`config.mk`:
```
export PLATFORM = sky130hd
export DESIGN_NAME = downsample_engine
export DESIGN_NICKNAME = d
export VERILOG_FILES = /design/src/rtl/downsample_engine.sv
export SDC_FILE = /design/constraint.sdc
export NUM_CORES = 1
export LEC_CHECK = 0
export ABC_CLOCK_PERIOD_IN_PS = 6750
export CELL_PAD_IN_SITES_DETAIL_PLACEMENT = 0
export CELL_PAD_IN_SITES_GLOBAL_PLACEMENT = 1
export CORE_MARGIN = 10
export CORE_UTILIZATION = 43
export CTS_CLUSTER_DIAMETER = 100
export DETAILED_ROUTE_END_ITERATION = 12
export PLACE_DENSITY = 0.93
export SYNTH_ARGS = -nofsm -noshare
export SYNTH_HDL_FRONTEND = slang
export SYNTH_SLANG_ARGS = --single-unit
```
`constraint.sdc`:
```
create_clock -name clk -period 6.75 [get_ports clk]
set_clock_uncertainty 0.1 [all_clocks]
set_input_delay 1.0125 -clock clk [delete_from_list [all_inputs] [get_ports clk]]
set_output_delay 1.0125 -clock clk [all_outputs]
set_load 0.03 [all_outputs]
```
`src/rtl/downsample_engine.sv`:
```
// downsample_engine: box-filter downsampler that averages FACTOR x FACTOR windows from data memory.
// Optional build macro DS_ROUND_EN selects round-half-up with saturation instead of truncation.
module downsample_engine #(
  parameter int unsigned DATA_W   = 8,
  parameter int unsigned ADDR_W   = 19,
  parameter int unsigned IMG_W    = 256,
  parameter int unsigned IMG_H    = 256,
  parameter int unsigned FACTOR   = 2,
  parameter int unsigned SRC_BASE = 0,
  parameter int unsigned DST_BASE = 65536
) (
  input  logic              clk,
  input  logic              rst_n,
  input  logic              start,
  output logic              rd_en,
  output logic [ADDR_W-1:0] rd_addr,
  input  logic [DATA_W-1:0] rd_data,
  output logic              wr_en,
  output logic [ADDR_W-1:0] wr_addr,
  output logic [DATA_W-1:0] wr_data,
  output logic              busy,
  output logic              done,
  output logic [2:0]        STATE
);

  localparam int unsigned SHIFT = 2 * $clog2(FACTOR);
  localparam int unsigned ACC_W = DATA_W + SHIFT;
  localparam int unsigned OUT_X = IMG_W / FACTOR;
  localparam int unsigned OUT_Y = IMG_H / FACTOR;
  localparam int unsigned WXW   = $clog2(FACTOR);
  localparam int unsigned OXW   = (OUT_X > 1) ? $clog2(OUT_X) : 1;
  localparam int unsigned OYW   = (OUT_Y > 1) ? $clog2(OUT_Y) : 1;

  typedef enum logic [2:0] {
    S_IDLE  = 3'd0,
    S_FETCH = 3'd1,
    S_DRAIN = 3'd2,
    S_WRITE = 3'd3,
    S_DONE  = 3'd4
  } state_e;

  state_e              state_q;
  logic [OXW-1:0]      ox_q;
  logic [OYW-1:0]      oy_q;
  logic [WXW-1:0]      wx_q, wy_q;
  logic [ACC_W-1:0]    acc_q;
  logic                rd_vld_q;
  logic                rd_en_q, wr_en_q, busy_q, done_q;
  logic [ADDR_W-1:0]   rd_addr_q, wr_addr_q;
  logic [DATA_W-1:0]   wr_data_q;

  logic                wx_last, wy_last, last_tap, ox_last, oy_last;
  logic [WXW-1:0]      wx_d, wy_d;
  logic [OXW-1:0]      ox_d;
  logic [OYW-1:0]      oy_d;
  logic [ADDR_W-1:0]   fetch_addr_d, win_addr_d, dst_addr_d;
  logic [ACC_W-1:0]    acc_sum_d;
  logic [DATA_W-1:0]   pix_d;

`ifdef DS_ROUND_EN
  localparam int unsigned RND_W = ACC_W + 1;
  localparam int unsigned HALF  = 1 << (SHIFT - 1);
  logic [RND_W-1:0]    rnd_sum, rnd_shr;
`endif

  function automatic logic [ADDR_W-1:0] src_addr(
    input logic [OXW-1:0] ox,
    input logic [OYW-1:0] oy,
    input logic [WXW-1:0] wx,
    input logic [WXW-1:0] wy
  );
    return ADDR_W'(SRC_BASE + (32'(oy) * FACTOR + 32'(wy)) * IMG_W
                   + 32'(ox) * FACTOR + 32'(wx));
  endfunction

  always_comb begin
    wx_last      = (wx_q == WXW'(FACTOR - 1));
    wy_last      = (wy_q == WXW'(FACTOR - 1));
    last_tap     = wx_last && wy_last;
    ox_last      = (ox_q == OXW'(OUT_X - 1));
    oy_last      = (oy_q == OYW'(OUT_Y - 1));
    wx_d         = wx_last ? '0 : wx_q + WXW'(1);
    wy_d         = wx_last ? wy_q + WXW'(1) : wy_q;
    ox_d         = ox_last ? '0 : ox_q + OXW'(1);
    oy_d         = ox_last ? oy_q + OYW'(1) : oy_q;
    fetch_addr_d = src_addr(ox_q, oy_q, wx_d, wy_d);
    win_addr_d   = src_addr(ox_d, oy_d, '0, '0);
    dst_addr_d   = ADDR_W'(DST_BASE + 32'(oy_q) * OUT_X + 32'(ox_q));
    // The final sample lands during DRAIN, so the output pixel is formed from acc + rd_data.
    acc_sum_d    = acc_q + ACC_W'(rd_data);
`ifdef DS_ROUND_EN
    rnd_sum      = RND_W'(acc_sum_d) + RND_W'(HALF);
    rnd_shr      = rnd_sum >> SHIFT;
    pix_d        = (|rnd_shr[RND_W-1:DATA_W]) ? '1 : rnd_shr[DATA_W-1:0];
`else
    pix_d        = DATA_W'(acc_sum_d >> SHIFT);
`endif
  end

  always_ff @(posedge clk or negedge rst_n) begin
    if (!rst_n) begin
      state_q   <= S_IDLE;
      ox_q      <= '0;
      oy_q      <= '0;
      wx_q      <= '0;
      wy_q      <= '0;
      acc_q     <= '0;
      rd_vld_q  <= 1'b0;
      rd_en_q   <= 1'b0;
      wr_en_q   <= 1'b0;
      busy_q    <= 1'b0;
      done_q    <= 1'b0;
      rd_addr_q <= '0;
      wr_addr_q <= '0;
      wr_data_q <= '0;
    end else begin
      rd_vld_q <= rd_en_q;
      if (rd_vld_q) acc_q <= acc_sum_d;
      case (state_q)
        S_IDLE: begin
          if (start) begin
            state_q   <= S_FETCH;
            ox_q      <= '0;
            oy_q      <= '0;
            wx_q      <= '0;
            wy_q      <= '0;
            acc_q     <= '0;
            rd_en_q   <= 1'b1;
            rd_addr_q <= ADDR_W'(SRC_BASE);
            busy_q    <= 1'b1;
          end
        end
        S_FETCH: begin
          if (last_tap) begin
            state_q <= S_DRAIN;
            rd_en_q <= 1'b0;
          end else begin
            wx_q      <= wx_d;
            wy_q      <= wy_d;
            rd_addr_q <= fetch_addr_d;
          end
        end
        S_DRAIN: begin
          state_q   <= S_WRITE;
          wr_en_q   <= 1'b1;
          wr_addr_q <= dst_addr_d;
          wr_data_q <= pix_d;
          wx_q      <= '0;
          wy_q      <= '0;
        end
        S_WRITE: begin
          wr_en_q <= 1'b0;
          acc_q   <= '0;
          if (ox_last && oy_last) begin
            state_q <= S_DONE;
            done_q  <= 1'b1;
            busy_q  <= 1'b0;
            ox_q    <= '0;
            oy_q    <= '0;
          end else begin
            state_q   <= S_FETCH;
            ox_q      <= ox_d;
            oy_q      <= oy_d;
            rd_en_q   <= 1'b1;
            rd_addr_q <= win_addr_d;
          end
        end
        S_DONE: begin
          done_q  <= 1'b0;
          state_q <= S_IDLE;
        end
        default: state_q <= S_IDLE;
      endcase
    end
  end

  assign rd_en   = rd_en_q;
  assign rd_addr = rd_addr_q;
  assign wr_en   = wr_en_q;
  assign wr_addr = wr_addr_q;
  assign wr_data = wr_data_q;
  assign busy    = busy_q;
  assign done    = done_q;
  assign STATE   = state_q;

endmodule

```
* After elaboration in Yosys (flattened, before gate mapping)
Index checks and enable logic that the tools add are counted.
** Storage, ports and cells
- Memory bits (writable) :: 0
- Memories kept :: 0
- Output and inout bits :: 53
- Register bits :: 80
- Bits in latches :: 0
- Bits in read-only memories :: 0
- Bits of input ports :: 11
** Operators by class
- Equal/unequal tests :: 11
- Muxes and demuxes :: 34
- Multipliers :: 0
- Shift-type cells :: 0
- Divide/modulo/power cells :: 0
- Reduce and logical (&&, ||, !) cells :: 15
- $add $sub $neg :: 11
- $lt $le $gt $ge :: 0
- Bitwise logic cells :: 0
** Operators with widths (count)
- $mux 19 :: 3
- $pmux 19 s3 :: 1
- $mux 7 :: 5
- $pmux 7 s2 :: 2
- $mux 10 :: 2
- $pmux 10 s2 :: 1
- $add 18x1->19 :: 1
- $add 18x7->19 :: 1
- $add 17x14->18 const A :: 1
- $add 17x8->18 :: 1
- $add 16x8->17 :: 1
- $add 7x1->7 const B :: 2
- $eq 7x7->1 const B :: 2
- $pmux 3 s4 :: 1
- $add 10x8->10 :: 1
- $mux 1 :: 10
- $ne 2x2->1 const B :: 5
- $add 8x1->9 :: 1
- $mux 3 :: 3
- $pmux 1 s3 :: 3
- $reduce_and 4->1 :: 2
- $eq 3x2->1 const B :: 2
- $pmux 1 s2 :: 3
- $reduce_and 2->1 :: 3
- other kinds (8) :: 14

* Logic depth before layout (Yosys ltp)
Gate-level depths: netlist of the first run.
- Word-level depth :: 7
- Mapped depth :: 9

* Least setup slack after synthesis of the first run
Ideal clock, no wire load.
- Path kind :: in2reg
- From :: input port rd_data[0]
- To :: register wr_data_q[6] (netlist: wr_data[6])
- Cell stages on the path :: 7
- Arrival :: 2.411 ns
- Setup slack :: 4.104 ns
- Path buffers :: 0
- Cell sequence :: ha_1 -> fa_1 -> a21oi_1 -> o211ai_1 -> a31oi_1 -> xnor2_1 -> o21ai_0
** Between the ends
- Word-level cells in the longest chain between the ends :: 1
** RTL lines
- start: declaration :: RTL line 17 : input logic [DATA_W-1:0] rd_data,
- $add 10x8->10 :: RTL line 90 : acc_sum_d = acc_q + ACC_W'(rd_data);
- end signal: assignment :: RTL line 147 : wr_data_q <= pix_d;
- end: declaration :: RTL line 50 : logic [DATA_W-1:0] wr_data_q;
Every way passes these cells.
A chain may end at the register's enable or synchronous reset.

* Worst setup path in the final report of the first run
- From :: input port start
- To :: register oy_q[1]
** Between the ends
- Word-level cells in the longest chain between the ends :: 2
** RTL lines
- start: declaration :: RTL line 14 : input logic start,
- $ne 2x2->1 (no line)
- $reduce_and 2->1 (no line)
- end signal: assignment :: RTL line 163 : oy_q <= oy_d;
- end: declaration :: RTL line 44 : logic [OYW-1:0] oy_q;
Every way passes these cells.

==> results of run 1 <==
-- power by group through the flow --
| stage | Combinational [mW] | Clock, mW | Sequential [mW] |
|---|---|---|---|
| CTS | 0.931 | 0.375 | 0.682 |
| detailed placement | 0.927 | 0 | 0.691 |
| global placement | 0.906 | 0 | 0.684 |
| global route | 1.02 | 0.398 | 0.702 |
| floorplan | 0.526 | 0 | 0.802 |
| finish | 0.920 | 0.374 | 0.682 |
-- metal layers --
| metal | vias to the layer above | share of wire [%] | GRT usage (%) |
|---|---|---|---|
| met5 | - | 0 | 0 |
| met4 | 0 | 1.3 | 4.762 |
| met3 | 12 | 7.7 | 4.147 |
| met2 | 95 | 45 | 20.92 |
| met1 | 1509 | 46 | 19.04 |
| li1 | 1514 | - | - |
-- cell usage after synthesis (2+ instances only) --
master,number
a211oi_1,4
a21o_1,5
a21oi_1,18
a22o_1,2
a31o_2,2
a31oi_1,2
and2_1,3
and3_1,3
buf_2,6
buf_4,11
buf_6,2
clkbuf_1,11
dfrtp_1,73
ha_1,11
inv_1,9
mux2i_1,7
nand2_1,97
nand2b_1,4
nand3_1,8
nand4_1,2
nor2_1,27
nor3_1,10
nor4_1,2
o211ai_1,5
o21ai_0,29
o21bai_1,2
o22ai_1,2
o31ai_1,16
or2_2,3
or3_1,3
xnor2_1,9
xor2_1,8
-- per-stage QoR --
stage               worst slack, ps  instances  hold WS (ps)
finish                         3739        572         307.9
detailed placement             3376        557         294.2
floorplan                      4104        423         353.8
global placement               3439        557         296.1
global route                   3496        572         339.5
CTS                            3754        572         313.4
-- cell families (layout without fill, tap and decap cells) --
kind of cell	after synthesis	in the layout
multiplexers	7	7
AND/OR/NAND/NOR	170	170
buffers and inverters	40	81
flip-flops	73	73
adder cells (fa/ha/maj)	12	12
other	1	7
AO/OA/AOI/OAI	97	97
XOR/XNOR	17	17
-- cell type report --
cell class                      instances  area [µm²]
Inverter                                9       33.78
Fill cell                             815        4126
Timing Repair Buffer                   57       563.0
Clock buffer                           12       145.1
Tap cell                              108       135.1
Multi-Input combinational cell        310        1783
Sequential cell                        73        1827
Clock inverter                          3       65.06
-- critical path, delay by kind of cell --
family                 cells  cell delay [ps]
and+or+nand+nor            1              490
AOI/OAI and AO/OA          3             1130
buffers and inverters      1              520
-- sequential cells by signal (all words and copies together) (netlist names), 3 cells and up --
signal	cells
ox_q	7
rd_addr	16
wr_data	8
wr_addr	15
STATE	3
acc_q	10
oy_q	7
-- final timing paths --
kind | startpoint | endpoint | slack, ps | depth (start not counted)
setup / recovery | start | oy_q[1] | 3740 | 5
hold / removal | rd_en | rd_vld_q | 310 | 0
setup reg to reg | ox_q[0] | rd_addr[4] | 3820 | 6
hold reg to reg | rd_en | rd_vld_q | 310 | 0
max in group asynchronous | rst_n | wr_addr[11] | 5180 | 2
min in group asynchronous | rst_n | rd_addr[0] | 780 | 2
==> summary.txt, run 1 <==
Outcome
  • Outcome: finished clean

STA
  • # setup viols final: 0
  • Setup TNS: 0 ps
  • Slew Limit Fails: 0
  • Slew @ Worst Pin: 1101 ps
  • Slew headroom: 26.19%
  • Post-layout minimum cycle time: 3011 ps
  • RSZ-0062 raised after global routing: false
  • Tcrit/Tclk final: 44.60%
  • Final number of hold-violating endpoints: 0
  • Fmax: 332.1 MHz

Worst setup path
  • CP Launch Type: input port
  • Slowest cell delay on critical path: 610 ps
  • Endpoint class of the critical path: flip-flop
  • Crit-path cells: clkdlybuf4s50_1, or3b_2, a21oi_2, o21ai_0, a32o_1
  • Worst Path Max Fanout: 17
  • CP max stage cell: a21oi_2
  • Critical Path AT: 3160 ps
  • Critical path type: input port to flip-flop
  • Critical Path RT: 6900 ps

Die
  • Initial Util: 43.80%
  • I/O pin cnt: 64
  • Die H: 114.0 µm
  • Core box area: 0.008678 mm²
  • Full die area: 0.01300 mm²
  • Std-Cell Rows: 34
  • Die width: 114.0 µm

Yosys
  • Sequential fraction of the synthesis area: 48.06%
  • Synth Register Bits: 73
  • Mux cell area share after synthesis: 1.843%
  • Post-synth EDFFs: 0
  • Synth warnings: 0
  • Synthesized cell area: 0.003801 mm²
  • Top-area cell type share of the netlist area: 48.06%
  • XOR/XNOR Fraction of Synth Area: 3.917%
  • Synth Instances: 417
  • Top cells by area, synth: dfrtp_1 48%, nand2_1 9.6%, o21ai_0 3.8%
  • Largest family of logic cells by synthesized area: simple AND/OR/NAND/NOR gates
  • Post-synth ARST share: 100.0%
  • Synth Area in Simple Gates: 19.95%
  • Yosys cell types: 53
  • Adder-Cell Fraction of Synth Area: 4.147%
  • Area leader, netlist: dfrtp_1
  • Prevailing post-synth register cell: dfrtp_1
  • Synthesized area per cell: 9.115 µm²
  • Post-synthesis compound-gate area fraction: 16.36%

Route
  • Vias: 3130
  • Iter 0 DRT Violations: 166
  • Pre-antenna DRT Iters: 5
  • Post-route ant nets: 0
  • Routed WL: 9.002 mm
  • Vias per inst: 5.472
  • DR DRC count: 0
  • Routed wire per std cell: 15.74 µm

Placed design
  • DP Area: 0.004342 mm²
  • GPL Wtd Cong: 0.9000
  • Post-DP HPWL: 6.513 mm
  • PortBufs: 56

GRT
  • Vias in the first global route: 2980
  • Largest net degree at the start of global routing: 74
  • All-Layer GR Usage: 14.06%
  • Grt ovf: 0
  • Initial antenna violation count: 0
  • First-pass GRT wire length: 15.08 mm

Clock tree
  • Clk_lat worst skew: 350 ps
  • Clock Path Buffers: 2
  • CTS clk-pin slew, worst paths: 80 ps
  • H-tree levels: 3
  • TritonCTS clock tree: done
  • # clock sinks: 73
  • Post-CTS Setup Bufs: 0
  • Post-CTS Hold Fix Bufs: 0
  • Root Driver: clkbuf_8
  • Total clock buffers created by CTS: 9
  • CTS-repair resized insts: 0

Finish
  • Most common cell after layout, fill and taps aside: nand2_1
  • Proportion of layout cells with a drive suffix above 1: 5.388%
  • Antenna diode count: 0
  • Fin util: 52.45%
  • Final Cell Area: 0.004552 mm²
  • Area grow syn2layout: 19.75%
  • Fin nets: 483
  • Most frequent cells in the layout: 97 x nand2_1, 73 x dfrtp_1, 55 x clkdlybuf4s50_1

Power
  • Total power: 1.977 mW
  • Internal: 1.140 mW
  • Switching power: 836.1 µW
  • Clock power share: 18.9%
  • Max IR drop VDD: 0.0002526 V
  • Switch share: 42.30%
  • Gate power share: 46.6%
  • Share of power burned in registers: 34.5%
  • Leak: 2.025 nW
  • Pwr dens: 434.2 mW/mm²

Job
  • Maxcap violations: 0

Min path
  • HP Class: flip-flop to flip-flop
Power figures use the tool's default switching activity.
==> inputs of run 2 (changes only) <==
Settings changed: ABC_CLOCK_PERIOD_IN_PS 6750 to 2990, CORE_UTILIZATION 43 to 40, PLACE_DENSITY 0.93 to 0.88.
Clock period 6.75 ns to 2.99 ns, I/O delays scaled along.
==> run 2 against run 1 <==
  * Setup slack lost 3200 ps
  * Final area grew 1.3%
  * Utilization shrank 2.5 points
  * Via count shrank 0.77%
  * Sequential share of layout area shrank 0.53 points
  * Hold slack lost 280 ps
  * Cell count grew 4.7%
  * First-iteration DRC count grew 31%
==> summary.txt, run 2 (synthesis gave the netlist of run 1 again) <==
Route
  • Vias: 3106
  • Post-route ant nets: 0
  • Routed wire per std cell: 15.50 µm
  • Routed WL: 9.284 mm
  • DR DRC count: 0
  • Iter 0 DRT Violations: 217
  • Pre-antenna DRT Iters: 5
  • Vias per inst: 5.185

Worst setup path
  • FF-to-FF End: rd_addr[6]
  • Worst Path Max Fanout: 28
  • Endpoint class of the critical path: flip-flop
  • CP max stage cell: or4_4
  • Crit-path cells: ha_1, nand3_4, or4_4, a21boi_2, buf_4, o21ai_0
  • Critical Path RT: 3120 ps
  • Cell family with most CP delay: simple AND/OR/NAND/NOR gates
  • Slowest cell delay on critical path: 590 ps
  • CP Launch Type: flip-flop
  • Critical path type: flip-flop to flip-flop
  • Reg-to-reg startpoint: ox_q[0]
  • Critical Path AT: 2590 ps
  • Number of cells on the worst reg-to-reg path: 6
  • Setup slack, reg-to-reg: 530 ps
  • WP buf/inv: 1

GRT
  • Largest net degree at the start of global routing: 47
  • All-Layer GR Usage: 13.35%
  • Initial antenna violation count: 0
  • Vias in the first global route: 2974
  • First-pass GRT wire length: 15.43 mm
  • Grt ovf: 0

Placed design
  • Placed Cells: 583
  • PortBufs: 56
  • GPL Wtd Cong: 0.8692
  • Post-DP HPWL: 6.753 mm

STA
  • Final number of hold-violating endpoints: 0
  • Tcrit/Tclk final: 82.25%
  • RSZ-0062 raised after global routing: false
  • # setup viols final: 0
  • Post-layout minimum cycle time: 2459 ps
  • Setup TNS: 0 ps
  • Slew Limit Fails: 0
  • Final hold slack: 25.09 ps
  • Slew @ Worst Pin: 662.8 ps
  • Fmax: 406.6 MHz
  • Slew headroom: 55.40%

Finish
  • Antenna diode count: 0
  • Largest register FFs: 16
  • Post-Layout Cell Count: 599
  • Most common cell after layout, fill and taps aside: nand2_1
  • Most frequent cells in the layout: 97 x nand2_1, 73 x dfrtp_1, 55 x clkdlybuf4s50_1
  • Area grow syn2layout: 21.36%
  • Proportion of layout cells with a drive suffix above 1: 7.021%
  • Fin nets: 488
  • Fin util: 49.93%

Power
  • Share of power burned in registers: 34.8%
  • Switching power: 1.930 mW
  • Clock power share: 17.3%
  • Pwr dens: 961.2 mW/mm²
  • Switch share: 43.52%
  • Gate power share: 47.9%
  • Total power: 4.434 mW
  • Leak: 2.040 nW
  • Internal: 2.505 mW
  • Max IR drop VDD: 0.0004713 V

Clock tree
  • H-tree levels: 3
  • Post-CTS Hold Fix Bufs: 0
  • # clock sinks: 73
  • Clock Path Buffers: 2
  • Root Driver: clkbuf_8
  • Clk_lat worst skew: 350 ps
  • Post-CTS Setup Bufs: 0
  • CTS-repair resized insts: 0
  • TritonCTS clock tree: done
  • CTS clk-pin slew, worst paths: 80 ps
  • Total clock buffers created by CTS: 9

Outcome
  • Outcome: finished clean

Min path
  • HP Class: input port to async pin

Die
  • Initial Util: 41.14%
  • Full die area: 0.01380 mm²
  • Die H: 117.5 µm
  • I/O pin cnt: 64
  • Die width: 117.5 µm
  • Std-Cell Rows: 35
  • Core box area: 0.009240 mm²

Job
  • Maxcap violations: 0
[run 2: changes by cell type in the layout (fill, tap and decap cells not counted)]
cell,delta
clkbuf_8,-1
clkinv_4,+1
clkinv_2,+1
buf_12,+1
buf_4,+4
clkinvlp_4,+3
bufinv_16,-1
clkbuf_1,-2
[run 2: per-stage QoR]
| step | setup WS [ps] | instance area [µm²] |
|---|---|---|
| floorplan | 871.5 | 3824 |
| global placement | 350.2 | 4418 |
| detailed placement | 312.3 | 4418 |
| CTS | 529.0 | 4613 |
| global route | 378.1 | 4613 |
| finish | 530.6 | 4613 |
[run 2: worst max-delay path by stage]
stage               start  cells after the start           to
3_3_place_gp   rd_data[0]                      8   wr_data[6]
3_5_place_dp        start                      6     acc_q[6]
4_1_cts           ox_q[0]                      6   rd_addr[6]
6_report          ox_q[0]                      6   rd_addr[6]
2_1_floorplan     ox_q[0]                      7      oy_q[5]
5_1_grt           ox_q[0]                      7  rd_addr[13]
[run 2: power groups by stage]
stage | sequential (mW) | clock, mW | combinational [mW]
3_3_place_gp | 1.55 | 0 | 2.08
4_1_cts | 1.54 | 0.784 | 2.14
3_5_place_dp | 1.56 | 0 | 2.13
5_1_grt | 1.59 | 0.835 | 2.34
2_1_floorplan | 1.81 | 0 | 1.19
6_report | 1.54 | 0.768 | 2.12
[run 2: per-layer routing]
layer / global-route usage (%) / routed length, µm
met1: 18.96 / 4641
met5: 0 / 0
met2: 18.50 / 3955
met3: 3.405 / 551
met4: 5.796 / 136
[run 2: layout make-up]
class                           instances  area, µm²
Fill cell                             913       4627
Inverter                                9      33.78
Clock buffer                            9      123.9
Tap cell                              129      161.4
Timing Repair Buffer                   62      613.1
Clock inverter                          7      71.32
Sequential cell                        73       1827
Multi-Input combinational cell        310       1783
